File: src/rtl/pipeline_pkg.sv
// Shared pipeline definitions: memory opcodes, load/store width encodings, MEM-stage FSM states.
package pipeline_pkg;

    localparam logic [6:0] OPC_LOAD  = 7'b0000011;
    localparam logic [6:0] OPC_STORE = 7'b0100011;

    typedef enum logic [2:0] {
        F3_B  = 3'b000,
        F3_H  = 3'b001,
        F3_W  = 3'b010,
        F3_BU = 3'b100,
        F3_HU = 3'b101
    } funct3_e;

    typedef enum logic [1:0] {
        IDLE,
        REQUEST,
        WAIT_RVALID,
        GIVE
    } mem_state_e;

    // Unknown widths count as word accesses, so they need a zero lane.
    function automatic logic is_misaligned(input logic [2:0] funct3, input logic [1:0] lane);
        case (funct3)
            F3_B, F3_BU: is_misaligned = 1'b0;
            F3_H, F3_HU: is_misaligned = lane[0];
            default:     is_misaligned = (lane != 2'b00);
        endcase
    endfunction

endpackage

File: src/rtl/load_align.sv
// Selects and extends the addressed byte/halfword/word out of a 32-bit read beat.
module load_align
    import pipeline_pkg::*;
(
    input  logic [31:0] rdata,
    input  logic [1:0]  lane,
    input  logic [2:0]  funct3,
    output logic [31:0] data
);

    logic [7:0]  byte_sel;
    logic [15:0] half_sel;

    always_comb begin
        byte_sel = 8'(rdata >> {lane, 3'b000});
        // Halfword selection ignores lane[0]: an odd halfword address is forced aligned.
        half_sel = lane[1] ? rdata[31:16] : rdata[15:0];
        case (funct3)
            F3_B:    data = {{24{byte_sel[7]}}, byte_sel};
            F3_BU:   data = {24'h0, byte_sel};
            F3_H:    data = {{16{half_sel[15]}}, half_sel};
            F3_HU:   data = {16'h0, half_sel};
            default: data = rdata;
        endcase
    end

endmodule

File: src/rtl/mem_stage.sv
// MEM pipeline stage: EX handshake in, one data-memory access for loads/stores, WB handshake out.
// Optional MEM_ALIGN_CHECK_EN: misaligned halfword/word accesses bypass memory and are flagged to WB.
module mem_stage
    import pipeline_pkg::*;
#(
    parameter int BITSIZE = 32
) (
    input  logic               clk,
    input  logic               reset_i,
    input  logic               EX_MEM_give_i,
    output logic               MEM_EX_get_o,
    input  logic [31:0]        EX_MEM_instruction_i,
    input  logic [BITSIZE-1:0] EX_MEM_result_i,
    input  logic [BITSIZE-1:0] EX_MEM_rs2_i,
    output logic               mem_req_o,
    output logic               mem_we_o,
    output logic [BITSIZE-1:0] mem_addr_o,
    output logic [BITSIZE-1:0] mem_wdata_o,
    output logic [3:0]         mem_be_o,
    input  logic               mem_gnt_i,
    input  logic               mem_rvalid_i,
    input  logic [BITSIZE-1:0] mem_rdata_i,
    output logic               MEM_WB_give_o,
    input  logic               WB_MEM_get_i,
    output logic [31:0]        MEM_WB_instruction_o,
    output logic [BITSIZE-1:0] MEM_WB_data_o,
    output logic               MEM_WB_misaligned_o
);

    mem_state_e state, next_state;

    logic [31:0]        instr_q;
    logic [BITSIZE-1:0] result_q, rs2_q, data_q, load_data;
    logic               ex_xfer, wb_xfer, in_is_mem, in_misaligned, q_is_load;
    logic [2:0]         q_funct3;
    logic [1:0]         lane;

    assign ex_xfer   = EX_MEM_give_i & MEM_EX_get_o;
    assign wb_xfer   = MEM_WB_give_o & WB_MEM_get_i;
    assign in_is_mem = (EX_MEM_instruction_i[6:0] == OPC_LOAD) ||
                       (EX_MEM_instruction_i[6:0] == OPC_STORE);
    assign q_is_load = (instr_q[6:0] == OPC_LOAD);
    assign q_funct3  = instr_q[14:12];
    assign lane      = result_q[1:0];

`ifdef MEM_ALIGN_CHECK_EN
    logic misaligned_q;
    assign in_misaligned       = in_is_mem && is_misaligned(EX_MEM_instruction_i[14:12], EX_MEM_result_i[1:0]);
    assign MEM_WB_misaligned_o = misaligned_q;

    always_ff @(posedge clk or posedge reset_i) begin
        if (reset_i)      misaligned_q <= 1'b0;
        else if (ex_xfer) misaligned_q <= in_misaligned;
    end
`else
    assign in_misaligned       = 1'b0;
    assign MEM_WB_misaligned_o = 1'b0;
`endif

    always_ff @(posedge clk or posedge reset_i) begin
        if (reset_i) state <= IDLE;
        else         state <= next_state;
    end

    always_comb begin
        next_state = state;
        case (state)
            IDLE:        if (ex_xfer) next_state = (in_is_mem && !in_misaligned) ? REQUEST : GIVE;
            REQUEST:     if (mem_gnt_i) next_state = q_is_load ? WAIT_RVALID : GIVE;
            WAIT_RVALID: if (mem_rvalid_i) next_state = GIVE;
            GIVE:        if (wb_xfer) next_state = IDLE;
            default:     next_state = IDLE;
        endcase
    end

    // Request-side outputs decode straight from state so an async reset drops them at once.
    always_comb begin
        MEM_EX_get_o  = (state == IDLE) && !reset_i;
        MEM_WB_give_o = (state == GIVE);
        mem_req_o     = (state == REQUEST);
        mem_we_o      = (state == REQUEST) && !q_is_load;
        mem_be_o      = 4'b0000;
        mem_wdata_o   = rs2_q;
        if (state == REQUEST) begin
            mem_be_o = 4'b1111;
            if (!q_is_load) begin
                case (q_funct3)
                    F3_B: begin
                        mem_be_o    = 4'b0001 << lane;
                        mem_wdata_o = {4{rs2_q[7:0]}};
                    end
                    F3_H: begin
                        mem_be_o    = lane[1] ? 4'b1100 : 4'b0011;
                        mem_wdata_o = {2{rs2_q[15:0]}};
                    end
                    default: ;
                endcase
            end
        end
    end

    assign mem_addr_o           = {result_q[BITSIZE-1:2], 2'b00};
    assign MEM_WB_instruction_o = instr_q;
    assign MEM_WB_data_o        = data_q;

    load_align u_load_align (
        .rdata  (mem_rdata_i),
        .lane   (lane),
        .funct3 (q_funct3),
        .data   (load_data)
    );

    always_ff @(posedge clk or posedge reset_i) begin
        if (reset_i) begin
            instr_q  <= '0;
            result_q <= '0;
            rs2_q    <= '0;
            data_q   <= '0;
        end else if (ex_xfer) begin
            instr_q  <= EX_MEM_instruction_i;
            result_q <= EX_MEM_result_i;
            rs2_q    <= EX_MEM_rs2_i;
            data_q   <= EX_MEM_result_i;
        end else if (state == WAIT_RVALID && mem_rvalid_i) begin
            data_q   <= load_data;
        end
    end

endmodule

File: config.mk
export PLATFORM = sky130hd
export DESIGN_NAME = mem_stage
export DESIGN_NICKNAME = d
export VERILOG_FILES = /design/src/rtl/pipeline_pkg.sv /design/src/rtl/load_align.sv /design/src/rtl/mem_stage.sv
export SDC_FILE = /design/constraint.sdc
export NUM_CORES = 1
export LEC_CHECK = 0
export ABC_CLOCK_PERIOD_IN_PS = 4100
export CAP_MARGIN = 0
export CORE_MARGIN = 1
export CORE_UTILIZATION = 39
export CTS_CLUSTER_DIAMETER = 200
export DETAILED_ROUTE_END_ITERATION = 16
export PLACE_DENSITY = 0.76
export SLEW_MARGIN = 15
export SYNTH_ARGS = -nofsm -noshare
export SYNTH_HDL_FRONTEND = slang
export SYNTH_HIERARCHICAL = 1
export SYNTH_SLANG_ARGS = --single-unit
File: constraint.sdc
create_clock -name clk -period 4.1 [get_ports clk]
set_input_delay 0.615 -clock clk [delete_from_list [all_inputs] [get_ports clk]]
set_output_delay 0.615 -clock clk [all_outputs]
set_load 0.02 [all_outputs]
After elaboration in Yosys (flattened, before gate mapping)
Index checks and enable logic that the tools add are counted.
{ "totals": {"regBits": 130, "input_bits": 134, "output_inout_bits": 137, "wordCells": 50} }
{ "classes": {"n_eq_ne": 13, "n_shift": 2, "mux": 18, "bitwise_logic": 2, "reduce_logical": 10} }
{ "ops": {"columns": ["op", "count"], "rows": [
  ["2-to-1 mux 32 bit", 4],
  ["case mux 32 bit (4 select lines)", 1],
  ["case mux 32 bit (2 select lines)", 1],
  ["right shift 32 x 5 -> 8 bit", 1],
  ["2-to-1 mux 16 bit", 1],
  ["equality test 7 x 2 -> 1 bit, second input constant", 2],
  ["2-to-1 mux 4 bit", 3],
  ["2-to-1 mux 2 bit", 5],
  ["case mux 2 bit (4 select lines)", 1],
  ["case mux 4 bit (2 select lines)", 1],
  ["equality test 7 x 6 -> 1 bit, second input constant", 1],
  ["equality test 3 bit, second input constant", 2],
  ["equality test 2 bit, second input constant", 2],
  ["inequality test 2 x 1 -> 1 bit, second input constant", 2],
  ["inequality test 2 bit, second input constant", 2],
  ["AND reduction 4 bit", 1],
  ["<< shifter 1 x 2 -> 4 bit, first input constant", 1],
  ["equality test 3 x 1 -> 1 bit, second input constant", 1],
  ["logical AND 1 bit", 3],
  ["logical NOT 3 bit", 1],
  ["AND 1 bit", 2],
  ["equality test 2 x 1 -> 1 bit, second input constant", 1],
  ["logical NOT 1 bit", 2],
  ["logical NOT 2 bit", 1],
  ["3 further kinds", 3]
]} }

Depth between registers and ports, before layout
{ "depth": {"depth_word": 5, "ltp_mapped": 9, "mapped_depth_nobuf": 6} }

By module
The synthesis kept the hierarchy.
{ "modules_own_cells": {"columns": ["mod", "n_inst", "cells_each", "area_each_um2", "seq_area_each_um2"], "rows": [
  ["mem_stage", 1, 641, 5896.9, 3253.1],
  ["load_align", 1, 109, 628.1, 0.0]
]} }

Worst setup path before layout
OpenSTA, ideal clock, no wires.
{ "synth_path": {"path_type": "reg2out", "from": "register instr_q[4], in the netlist MEM_WB_instruction_o[4]", "to": "output mem_wdata_o[10]", "arrival_time_ns": 2.064, "required_ns": 3.485, "setup_slack_ns": 1.421, "stages_incl_launch_ff": 6, "n_path_buf": 1, "path_cell_list": "dfrtp_1 > or4_4 > o311ai_4 > or2_1 > buf_4 > mux2_2"} }
{ "synth_via": {"elab_chain_len": 3} }
{ "synth_rtl": {"columns": ["element", "line", "rtl"], "rows": [
  ["start: declaration", "mem_stage.sv:32", "logic [31:0] instr_q;"],
  ["start signal: assignment", "mem_stage.sv:120", "instr_q <= EX_MEM_instruction_i;"],
  ["equality test 7 x 2 -> 1 bit", "mem_stage.sv:42", "assign q_is_load = (instr_q[6:0] == OPC_LOAD);"],
  ["2-to-1 mux 32 bit", "mem_stage.sv:86", "if (!q_is_load) begin"],
  ["2-to-1 mux 32 bit", "mem_stage.sv:84", "if (state == REQUEST) begin"],
  ["end: declaration", "mem_stage.sv:18", "output logic [BITSIZE-1:0] mem_wdata_o,"]
]} }
No other way between the ends.

Worst setup path after layout
{ "layout_path": {"from": "register instr_q[4], in the netlist MEM_WB_instruction_o[4]", "to": "output mem_wdata_o[11]"} }
Same word-level chain as after synthesis.

==> flow_metrics.py <==
metrics = {
    "critical_path": {
        "worst-path-stages": 5,
        "critPathLaunchType": "register",
        "cp_slowest_stage_delay_ps": 560,
        "required_ps": 3480,
        "cp_max_fo": 8,
        "path_delay_family": "simple AND/OR/NAND/NOR gates",
        "crit_type": "register to primary output",
        "slowest_stage": "or4_4",
        "worstPathCellList": "or4_4, o311ai_4, or2_1, mux2_2, clkdlybuf4s50_1",
        "worstPathArrival_ps": 3040,
        "critPathBufInv": 1,
        "r2r_cells": 7,
        "worst_setup_path_end_kind": "primary output",
    },
    "logic_synthesis": {
        "syn_area_per_cell_sq_um": 8.70,
        "synth_edf_count": 0,
        "ys.flop_type": "dfrtp_1",
        "syn_area_sq_um": 6530,
        "synthArstFlopShare": 1.00,
        "synth_cells": 750,
        "synth.yosys.seq_area_share": 0.499,
        "synth_warnings": 6,
        "yosysUniqueCellTypes": 41,
        "synth_seq_cells": 130,
    },
    "cells_and_area": {
        "final_common_cell": "nand2_1",
        "fin_nets": 1105,
        "antenna_cells": 0,
        "register_area_sq_um": 3250,
        "syn_to_final_growth_pct": 48.3,
        "multi_input_area_sq_um": 2790,
        "num-fill-cells": 1398,
        "drive_gt1_frac": 0.0705,
        "final_cell_mix": "nand2_1, clkdlybuf4s50_1, dfrtp_1",
    },
    "routing": {
        "drt-met1-wl_microns": 8540,
        "drt_iter0_drc": 328,
        "top_layer_used": "met4",
        "wl_per_cell_microns": 16.5,
        "vias_per_cell": 4.83,
        "dr_total_vias": 5775,
        "dr_wl_met3_microns": 1570,
        "wl_microns": 19700,
        "dr.pass1.iters": 5,
        "drc": 0,
        "dr_wl_met2_microns": 9090,
        "drtAntennaViolNets": 0,
    },
    "global_route": {
        "track_usage": 0.232,
        "grt_pass1_vias": 5724,
        "overflow": 0,
        "antenna_found_initial": 0,
        "grt_max_degree": 106,
        "grt_pass1_wl_microns": 31100,
    },
    "sta": {
        "fin_crit_sh": 0.892,
        "fin_crit_ps": 3660,
        "tns_ps": 0,
        "rsz0062_at_grt": "no",
        "holdWs_ps": 473,
        "relSlewSlack": 0.295,
        "final_max_slew_viol_count": 0,
        "worst_pin_slew_ps": 1060,
        "finalHoldViolations": 0,
        "finalClockSkew_ps": 6.16,
        "max_freq_mhz": 274,
        "setup_viol": 0,
    },
    "clock_tree": {
        "clock_path_buffers": 2,
        "post_cts_buffers": 0,
        "cts_hold_buf": 0,
        "cts_root_buf": "clkbuf_16",
        "cts_resized": 0,
        "clkLatencyLatePin_ps": 420,
        "cts_tree": "yes",
        "cts_sinks": 130,
        "cts.clk_slew.worst_paths_ps": 60,
        "htreeDepth": 4,
        "cts_made_buffers": 17,
    },
    "placed_design": {
        "place_hpwl_microns": 14000,
        "io_buffers": 267,
        "gp_congestion": 0.835,
    },
    "power": {
        "leakage_uw": 0.00469,
        "ir_worst_vdd_mv": 0.444,
        "power_density_nw_per_um2": 820,
        "finalPower_uw": 7940,
    },
    "die": {
        "die_y_microns": 131,
        "core_sq_um": 16100,
        "dieWidth_microns": 131,
        "initial_core_util": 0.405,
        "num_rows": 46,
        "ios": 271,
        "dieArea_sq_um": 17300,
    },
    "run_status": {
        "outcome": "completed",
    },
    "worst_hold_path": {
        "whs_path_depth": 2,
        "hold_class": "register to register",
    },
    "job": {
        "maxCapViolations": 0,
    },
}
[stage by stage]
| stage | area (sq um) | worst slack [ps] | cells | utilization |
|---|---|---|---|---|
| floorplan | 6530 | 15.7 | 752 | - |
| CTS | 9680 | 419 | 1195 | 0.600 |
| global placement | 9080 | 917 | 1163 | 0.563 |
| finish | 9680 | 444 | 1195 | 0.600 |
| detailed placement | 9080 | 872 | 1163 | 0.563 |
| global route | 9680 | 360 | 1195 | 0.600 |
[cells in the mapped netlist (2+ instances only)]
| master | count | area [sq um] |
|---|---|---|
| nand2_1 | 347 | 1300 |
| dfrtp_1 | 130 | 3250 |
| o21ai_0 | 50 | 250 |
| mux2i_1 | 45 | 450 |
| buf_4 | 43 | 323 |
| clkbuf_1 | 25 | 93.8 |
| mux2_2 | 21 | 236 |
| nor2_1 | 9 | 33.8 |
| a21oi_1 | 8 | 40.0 |
| a22oi_1 | 8 | 60.1 |
| inv_1 | 8 | 30.0 |
| buf_1 | 6 | 22.5 |
| nor2b_1 | 6 | 37.5 |
| buf_2 | 5 | 25.0 |
| ha_1 | 5 | 62.6 |
| o21a_1 | 4 | 30.0 |
| o211ai_1 | 3 | 22.5 |
| and2_1 | 2 | 12.5 |
| nand2_2 | 2 | 12.5 |
| nand3_1 | 2 | 10.0 |
[worst paths after layout]
path,startpoint,end,slack (ps)
worst max-delay path,MEM_WB_instruction_o[4],mem_wdata_o[11],440
worst min-delay path,result_q[15],result_q[15],470
worst max register to register,state[0],MEM_WB_data_o[20],1690
worst min register to register,result_q[15],result_q[15],470
max in group asynchronous,reset_i,MEM_WB_instruction_o[28],2420
min in group asynchronous,reset_i,result_q[4],870
[state kept, by name, summed over array words and instances (netlist names)]
| name | cells |
|---|---|
| MEM_WB_instruction_o | 32 |
| result_q | 32 |
| MEM_WB_data_o | 32 |
| rs2_q | 32 |
| state | 2 |
[per-layer routing]
| layer | track usage | vias to the layer above |
|---|---|---|
| met1 | 0.302 | 2694 |
| met2 | 0.365 | 231 |
| met4 | 0.0917 | 0 |
| met3 | 0.0644 | 31 |
| met5 | 0 | - |
| li1 | - | 2819 |
[worst reg2reg max path: cells and delay by family, from the launching register on]
kind / cells / cell delay [ps]
fa+ha+maj: 1 / 180
compound gates: 1 / 90
simple gates: 3 / 1060
buf+inv: 2 / 580
flops: 1 / 400
[final cells by class]
| class | instances | share of cell area |
|---|---|---|
| clock buffer | 23 | 0.0484 |
| clock inverter | 9 | 0.0134 |
| inverter | 8 | 0.00362 |
| multi-input combinational | 534 | 0.288 |
| sequential | 130 | 0.336 |
| tap | 216 | 0.0279 |
| timing repair buffer | 275 | 0.282 |
[kinds of logic (layout without fill, tap and decap cells)]
group           count (synthesis)  in the layout  share of synthesized area
compound gates                 82             82                     0.0775
mux                            67             67                      0.109
fa+ha+maj                       5              5                    0.00959
buf+inv                        88            315                     0.0775
other cells                     1              3                   0.000575
flops                         130            130                      0.499
simple gates                  377            377                      0.228
[report_power, final]
group / leakage, uW / switching, uW / internal (uW)
combinational: 0.00278 / 2160 / 1910
sequential: 0.00162 / 431 / 1880
clock: 0.000291 / 560 / 987
total: 0.00469 / 3150 / 4780
Note: power is estimated with default switching activity, not from simulation.
